==> src/rtl/header_pin_exerciser_if.sv <==
// Host/header-side signal bundle for header_pin_exerciser.
// The slave modport is the exerciser itself; the master modport is whoever
// drives run/mode/clr_err and presents the header pin readback.
interface header_pin_exerciser_if #(
   parameter int NPINS    = 56,
   parameter int ERRCNT_W = 8
);
   localparam int POS_W = $clog2(NPINS);

   logic                 run;
   logic [1:0]           mode;
   logic                 clr_err;
   logic [NPINS-1:0]     pin_in;
   logic [NPINS-1:0]     pin_out;
   logic [NPINS-1:0]     pin_oe;
   logic [POS_W-1:0]     pos;
   logic                 step;
   logic                 busy;
   logic [NPINS/2-1:0]   err_flags;
   logic [ERRCNT_W-1:0]  err_cnt;

   modport master (
      output run, mode, clr_err, pin_in,
      input  pin_out, pin_oe, pos, step, busy, err_flags, err_cnt
   );

   modport slave (
      input  run, mode, clr_err, pin_in,
      output pin_out, pin_oe, pos, step, busy, err_flags, err_cnt
   );
endinterface

==> src/rtl/header_pin_exerciser.sv <==
// Header pin bring-up engine: walks 1/0, counts, or drives even pins and
// reads them back on the odd neighbour through loopback jumpers.
// Each pattern position dwells 2**DIV_W cycles in DRIVE plus SETTLE1,
// SETTLE2 and CHECK; the pattern advances as CHECK is left.
module header_pin_exerciser #(
   parameter int NPINS    = 56,
   parameter int DIV_W    = 20,
   parameter int ERRCNT_W = 8
) (
   input  logic                  gck,
   input  logic                  gsr,
   header_pin_exerciser_if.slave bus
);
   localparam int NPAIRS = NPINS / 2;
   localparam int POS_W  = $clog2(NPINS);

   localparam logic [1:0] MODE_WALK1 = 2'b00;
   localparam logic [1:0] MODE_WALK0 = 2'b01;
   localparam logic [1:0] MODE_COUNT = 2'b10;
   localparam logic [1:0] MODE_LOOP  = 2'b11;

   typedef enum logic [2:0] {
      ST_IDLE,
      ST_DRIVE,
      ST_SETTLE1,
      ST_SETTLE2,
      ST_CHECK
   } state_t;

   state_t                state_q, state_d;
   logic [DIV_W-1:0]      presc_q, presc_d;
   logic [1:0]            mode_q, mode_d;
   logic [POS_W-1:0]      pos_q, pos_d;
   logic [NPINS-1:0]      cnt_q, cnt_d;
   logic [NPINS-1:0]      sync1_q, sync2_q;
   logic [NPAIRS-1:0]     flags_q, flags_d;
   logic [ERRCNT_W-1:0]   errc_q, errc_d;
   logic                  step_q, step_d;
   logic                  busy_q, busy_d;

   logic                  advance;
   logic                  do_check;
   logic [NPINS-1:0]      onehot;
   logic [NPINS-1:0]      loop_out;
   logic [NPINS-1:0]      pat_out;
   logic [NPINS-1:0]      pat_oe;
   logic [NPAIRS-1:0]     mismatch;
   logic [NPAIRS-1:0]     unused_even_sync;

   assign onehot = NPINS'(1) << pos_q;

   // Per pair: even pin carries the walking 1, odd pin is the readback.
   // Even-pin readback is never checked since those pins are driven by us.
   genvar gi;
   generate
      for (gi = 0; gi < NPAIRS; gi++) begin : g_pair
         assign loop_out[2*gi]     = (pos_q == POS_W'(gi));
         assign loop_out[2*gi+1]   = 1'b0;
         assign mismatch[gi]       = sync2_q[2*gi+1] != loop_out[2*gi];
         assign unused_even_sync[gi] = sync2_q[2*gi];
      end
   endgenerate

   // Pattern presented on the header; pins float whenever idle.
   always_comb begin
      pat_out = '0;
      pat_oe  = '0;
      if (state_q != ST_IDLE) begin
         case (mode_q)
            MODE_WALK1: begin pat_oe = '1; pat_out = onehot;   end
            MODE_WALK0: begin pat_oe = '1; pat_out = ~onehot;  end
            MODE_COUNT: begin pat_oe = '1; pat_out = cnt_q;    end
            default:    begin pat_oe = {NPAIRS{2'b01}}; pat_out = loop_out; end
         endcase
      end
   end

   // Sequencer next state, pattern advance and error logging.
   always_comb begin
      state_d  = state_q;
      presc_d  = presc_q;
      mode_d   = mode_q;
      pos_d    = pos_q;
      cnt_d    = cnt_q;
      step_d   = 1'b0;
      advance  = 1'b0;
      do_check = 1'b0;

      case (state_q)
         ST_IDLE: begin
            if (bus.run) begin
               mode_d  = bus.mode;
               presc_d = '0;
               state_d = ST_DRIVE;
            end
         end
         ST_DRIVE: begin
            if (presc_q == '1) begin
               presc_d = '0;
               state_d = ST_SETTLE1;
            end else begin
               presc_d = presc_q + DIV_W'(1);
            end
         end
         ST_SETTLE1: state_d = ST_SETTLE2;
         ST_SETTLE2: state_d = ST_CHECK;
         ST_CHECK: begin
            do_check = (mode_q == MODE_LOOP);
            advance  = 1'b1;
            step_d   = 1'b1;
            state_d  = ST_DRIVE;
         end
         default: state_d = ST_IDLE;
      endcase

      // Dropping run aborts the current position without advancing it.
      if (state_q != ST_IDLE && !bus.run) begin
         state_d  = ST_IDLE;
         step_d   = 1'b0;
         advance  = 1'b0;
         do_check = 1'b0;
      end

      if (advance) begin
         case (mode_q)
            MODE_WALK1, MODE_WALK0:
               pos_d = (pos_q == POS_W'(NPINS-1)) ? '0 : pos_q + POS_W'(1);
            MODE_COUNT:
               cnt_d = cnt_q + NPINS'(1);
            default:
               pos_d = (pos_q >= POS_W'(NPAIRS-1)) ? '0 : pos_q + POS_W'(1);
         endcase
      end

      // Clear first, so a mismatch in the same cycle still gets recorded.
      flags_d = bus.clr_err ? '0 : flags_q;
      errc_d  = bus.clr_err ? '0 : errc_q;
      if (do_check) begin
         flags_d = flags_d | mismatch;
         if ((|mismatch) && (errc_d != '1))
            errc_d = errc_d + ERRCNT_W'(1);
      end

      busy_d = (state_d != ST_IDLE);
   end

   // State and output registers plus the pin_in synchroniser.
   always_ff @(posedge gck) begin
      if (gsr) begin
         state_q <= ST_IDLE;
         presc_q <= '0;
         mode_q  <= '0;
         pos_q   <= '0;
         cnt_q   <= '0;
         sync1_q <= '0;
         sync2_q <= '0;
         flags_q <= '0;
         errc_q  <= '0;
         step_q  <= 1'b0;
         busy_q  <= 1'b0;
      end else begin
         state_q <= state_d;
         presc_q <= presc_d;
         mode_q  <= mode_d;
         pos_q   <= pos_d;
         cnt_q   <= cnt_d;
         sync1_q <= bus.pin_in;
         sync2_q <= sync1_q;
         flags_q <= flags_d;
         errc_q  <= errc_d;
         step_q  <= step_d;
         busy_q  <= busy_d;
      end
   end

   assign bus.pin_out   = pat_out;
   assign bus.pin_oe    = pat_oe;
   assign bus.pos       = pos_q;
   assign bus.step      = step_q;
   assign bus.busy      = busy_q;
   assign bus.err_flags = flags_q;
   assign bus.err_cnt   = errc_q;
endmodule

==> src/flat_wrapper.sv <==
// flat-port wrapper written by rule: the top's interface ports become plain ports
module header_pin_exerciser_flat 
#(
   parameter int NPINS    = 56,
   parameter int DIV_W    = 20,
   parameter int ERRCNT_W = 8
)
  (gck, gsr, bus_run, bus_mode, bus_clr_err, bus_pin_in, bus_pin_out, bus_pin_oe, bus_pos, bus_step, bus_busy, bus_err_flags, bus_err_cnt);
  header_pin_exerciser_if #(.NPINS(NPINS), .ERRCNT_W(ERRCNT_W)) bus_i ();
  input  logic gck;
  input  logic gsr;
  input wire logic [$bits(bus_i.run)-1:0] bus_run;
  input wire logic [$bits(bus_i.mode)-1:0] bus_mode;
  input wire logic [$bits(bus_i.clr_err)-1:0] bus_clr_err;
  input wire logic [$bits(bus_i.pin_in)-1:0] bus_pin_in;
  output wire logic [$bits(bus_i.pin_out)-1:0] bus_pin_out;
  output wire logic [$bits(bus_i.pin_oe)-1:0] bus_pin_oe;
  output wire logic [$bits(bus_i.pos)-1:0] bus_pos;
  output wire logic [$bits(bus_i.step)-1:0] bus_step;
  output wire logic [$bits(bus_i.busy)-1:0] bus_busy;
  output wire logic [$bits(bus_i.err_flags)-1:0] bus_err_flags;
  output wire logic [$bits(bus_i.err_cnt)-1:0] bus_err_cnt;
  assign bus_i.run = bus_run;
  assign bus_i.mode = bus_mode;
  assign bus_i.clr_err = bus_clr_err;
  assign bus_i.pin_in = bus_pin_in;
  assign bus_pin_out = bus_i.pin_out;
  assign bus_pin_oe = bus_i.pin_oe;
  assign bus_pos = bus_i.pos;
  assign bus_step = bus_i.step;
  assign bus_busy = bus_i.busy;
  assign bus_err_flags = bus_i.err_flags;
  assign bus_err_cnt = bus_i.err_cnt;
  header_pin_exerciser #(.NPINS(NPINS), .DIV_W(DIV_W), .ERRCNT_W(ERRCNT_W)) u_core (.gck(gck), .gsr(gsr), .bus(bus_i));
endmodule
==> config.mk <==
export PLATFORM = sky130hd
export DESIGN_NAME = header_pin_exerciser_flat
export DESIGN_NICKNAME = d
export VERILOG_FILES = /design/src/rtl/header_pin_exerciser_if.sv /design/src/rtl/header_pin_exerciser.sv /design/src/flat_wrapper.sv
export SDC_FILE = /design/constraint.sdc
export NUM_CORES = 1
export LEC_CHECK = 0
export CAP_MARGIN = 20
export CELL_PAD_IN_SITES_DETAIL_PLACEMENT = 1
export CELL_PAD_IN_SITES_GLOBAL_PLACEMENT = 2
export CORE_MARGIN = 2
export CORE_UTILIZATION = 27
export DETAILED_ROUTE_END_ITERATION = 10
export GPL_ROUTABILITY_DRIVEN = 0
export PLACE_DENSITY_LB_ADDON = 0.15
export SLEW_MARGIN = 20
export SYNTH_ARGS = -nofsm -noshare
export SYNTH_HDL_FRONTEND = slang
export SYNTH_SLANG_ARGS = --single-unit
==> constraint.sdc <==
create_clock -name gck -period 2.8 [get_ports gck]
set_clock_uncertainty 0.05 [all_clocks]
set_input_delay 0.56 -clock gck [delete_from_list [all_inputs] [get_ports gck]]
set_output_delay 0.56 -clock gck [all_outputs]
set_load 0.01 [all_outputs]
==> impl_results.md <==
- Status: complete, but fails checks
- Failing checks: setup timing
- CORE AREA: 0.0374 sq mm
- Period Utilization, post-route: 1.04
- Iter 0 DRT Violations: 466
- Cell row count: 71
- CTS tree: yes
- GRT Max-Usage Layer: met2
- Post-cts hold buffer count: 0
- Multi-input logic area: 0.00676 sq mm
- Area leader, netlist: dfxtp_1
- Worst setup SP type: register
- Synth warn: 0
- DRC Markers: 0
- Required time worst endpoint: 2.19 ns
- WL/cell: 18.8 um
- Reg power frac: 0.452
- Synth async-reset ratio: 0
- Place WS: -0.296 ns
- Largest cells by area after synthesis: dfxtp_1 (36%), nor2_1 (7.0%), nand2_1 (4.2%), buf_4 (4.1%), nor2b_1 (4.1%)
- Seq/Total Area, Yosys: 0.356
- Most frequent cell after synthesis: nor2_1
- RSZ-0062 raised after global routing: yes
- Total clock sinks: 181
- Worst hold path type: register to register
- Combinational power share: 0.102
- Syn nets: 1367
- Clk pwr share: 0.447
- Die width: 198 um
- #FFs+latches synth: 181
- Area Overhead vs Synth: 53.0%
- Worst-path clk slew: 0.08 ns
- # setup viols final: 12
- Cell internal pwr: 4200 uW
- Clk Latency, worst-skew pair: 0.46 ns
- Global-route track usage on met2: 0.333
- Die H: 198 um
- Overflow after GRT: 0
- First-pass GRT wire length: 59900 um
- Final hold violations: 0
- Avg Inst Size Synth: 7.86 sq um
- Top cell type's share of synthesized area: 0.356
- Ys flop type: dfxtp_1
- Post-DP HPWL: 29000 um
- Worst EP arrival: 2.30 ns
- Switching share of power: 0.283
- Tot Pwr: 5850 uW
- Initial core utilization: 0.272
- Mapped Cells: 1296
- Initial antenna violation count: 0
- IO Count: 218
- Root buffer cell: clkbuf_16
- Max Clock Freq: 344 MHz
- CTS Buffer Depth: 2
- Die Area: 0.0393 sq mm
- I/O Buffers: 189
- Critical path peak fanout: 6
- GR Util met1: 0.261
- Post-route ant nets: 0
- Number of enable flip-flop cells after synthesis: 0
- Total track usage: 0.199
- H-tree Lvls: 4
- Register area: 0.00365 sq mm
- Synth cell types: 62
- CTS Buf Count: 17
- Met3 Use GR: 0.0322
- Pre-Repair DR Iteration Count: 4
- Max-cap violations: 0
- Leakage: 0.00602 uW
- Pwr/cell area: 375 mW/mm^2
- Ratio of cells with drive above 1 in the final layout: 0.334
- Setup WS post-layout: -0.111 ns
- Post-Syn Area: 0.0102 sq mm
- Fillcell total: 4349
- Worst Tran Pin Value: 0.544 ns
- Worst vdd ir: 0.399 mV
- Commonest cells post-synth: nor2_1 (191), dfxtp_1 (181), nand2_1 (113)
- DRT Wirelength: 39900 um
- Relative max-transition margin: 0.636
- Antenna fix cells: 0
- Critical Path End Type: output port
- Minimum clock period: 2.91 ns
- Count of nets after finishing: 1671
- Vias in the first global route: 10300
- Via count: 10400
- Largest net degree at the start of global routing: 90
- Vias/cell: 4.89
- Sw power: 1660 uW
- Max-slew violation count: 0
- Critical path class: register to output port
==> what timing repair did <==
| action | in CTS | in global routing |
|---|---|---|
| setup buffers | 39 | 35 |
| resized for setup | 379 | 205 |
| setup endpoints to repair | 120 | 92 |
| hold endpoints to repair | 0 | 0 |
| pin swaps | 53 | 83 |
==> through the flow <==
stage | util | cells | hold WS (ns) | setup TNS [ns] | cell area (sq um)
6_report | 0.417 | 2124 | 0.393 | -0.541 | 15600
3_3_place_gp | 0.356 | 2028 | 0.374 | -9.65 | 13300
2_1_floorplan | - | 1296 | 0.364 | 0 | 10200
5_1_grt | 0.417 | 2124 | 0.410 | -3.23 | 15600
4_1_cts | 0.395 | 2097 | 0.396 | -5.24 | 14800
3_5_place_dp | 0.356 | 2028 | 0.376 | -11.18 | 13300
==> critical path, cell delays in order, from the launching register on <==
cell and delay [ns]:
dfxtp_4 0.39, buf_12 0.15, nor4b_4 0.32, buf_4 0.20, buf_6 0.11, nand2_4 0.06, buf_6 0.12, nand2_2 0.05
o21ai_1 0.06, nand2_1 0.06, and3_4 0.21, buf_6 0.10
==> sequential cells by signal, summed over array words and instances (netlist names) <==
register / count
u_core.presc_q: 20
u_core.bus.step: 1
u_core.bus.busy: 1
u_core.state_q: 3
u_core.sync2_q: 28
u_core.bus.err_cnt: 8
u_core.cnt_q: 56
u_core.bus.err_flags: 28
u_core.mode_q: 2
u_core.sync1_q: 28
u_core.bus.pos: 6
==> layout by cell type, fill, tap and decap left out, drive strengths merged, types with 16 or more instances in the layout <==
| cell type | Yosys | routed |
|---|---|---|
| and3 | 16 | 16 |
| nor3 | 28 | 28 |
| dfxtp | 181 | 181 |
| xnor2 | 39 | 39 |
| nand3 | 48 | 48 |
| a22oi | 46 | 46 |
| buf | 72 | 283 |
| xor2 | 47 | 47 |
| clkdlybuf4s50 | 0 | 103 |
| nand4 | 23 | 23 |
| nand2 | 113 | 113 |
| nor2b | 66 | 66 |
| a21oi | 67 | 67 |
| o21ai | 62 | 62 |
| nor2 | 191 | 191 |
| inv | 18 | 24 |
| a211oi | 32 | 32 |
| clkbuf | 73 | 30 |
| dlygate4sd2 | 0 | 30 |
==> worst paths after layout <==
check / from / cells after the start / end / slack [ns]
hold / removal: u_core.sync1_q[33]$_SDFF_PP0_ / 1 / u_core.sync2_q[33]$_SDFF_PP0_ / 0.39
setup / recovery: u_core.bus.pos[2]$_SDFFE_PP0P_ / 11 / bus_pin_out[16] / -0.11
hold reg to reg: u_core.sync1_q[33]$_SDFF_PP0_ / 1 / u_core.sync2_q[33]$_SDFF_PP0_ / 0.39
setup reg to reg: u_core.bus.pos[2]$_SDFFE_PP0P_ / 12 / u_core.bus.err_cnt[6]$_SDFF_PP0_ / -0.07
==> power groups by stage <==
stage,combinational [uW],clock [uW],sequential (uW)
final,594,2610,2640
after floorplan,341,0,2690
after CTS,563,2690,2640
after global routing,648,2800,2650
after detailed placement,566,0,2710
after global placement,561,0,2700
==> layer usage <==
layer | share of wire | vias to the layer above
met3 | 0.033 | 46
met1 | 0.46 | 5088
met4 | 0.028 | 0
li1 | - | 5069
met5 | 0 | -
met2 | 0.48 | 176
==> final cells by class <==
class	instances	area share
clock buffer	17	0.0273
multi-input combinational	952	0.434
clock inverter	15	0.0143
timing repair buffer	430	0.244
tap	511	0.0410
inverter	18	0.00506
sequential	181	0.234
==> kinds of logic after synthesis <==
logic type      synth area share
mux                      0.00209
compound gates             0.177
fa+ha+maj                 0.0111
buf+inv                   0.0854
simple gates               0.294
flops                      0.356
xor+xnor                  0.0740
Power figures use the tool's default switching activity.
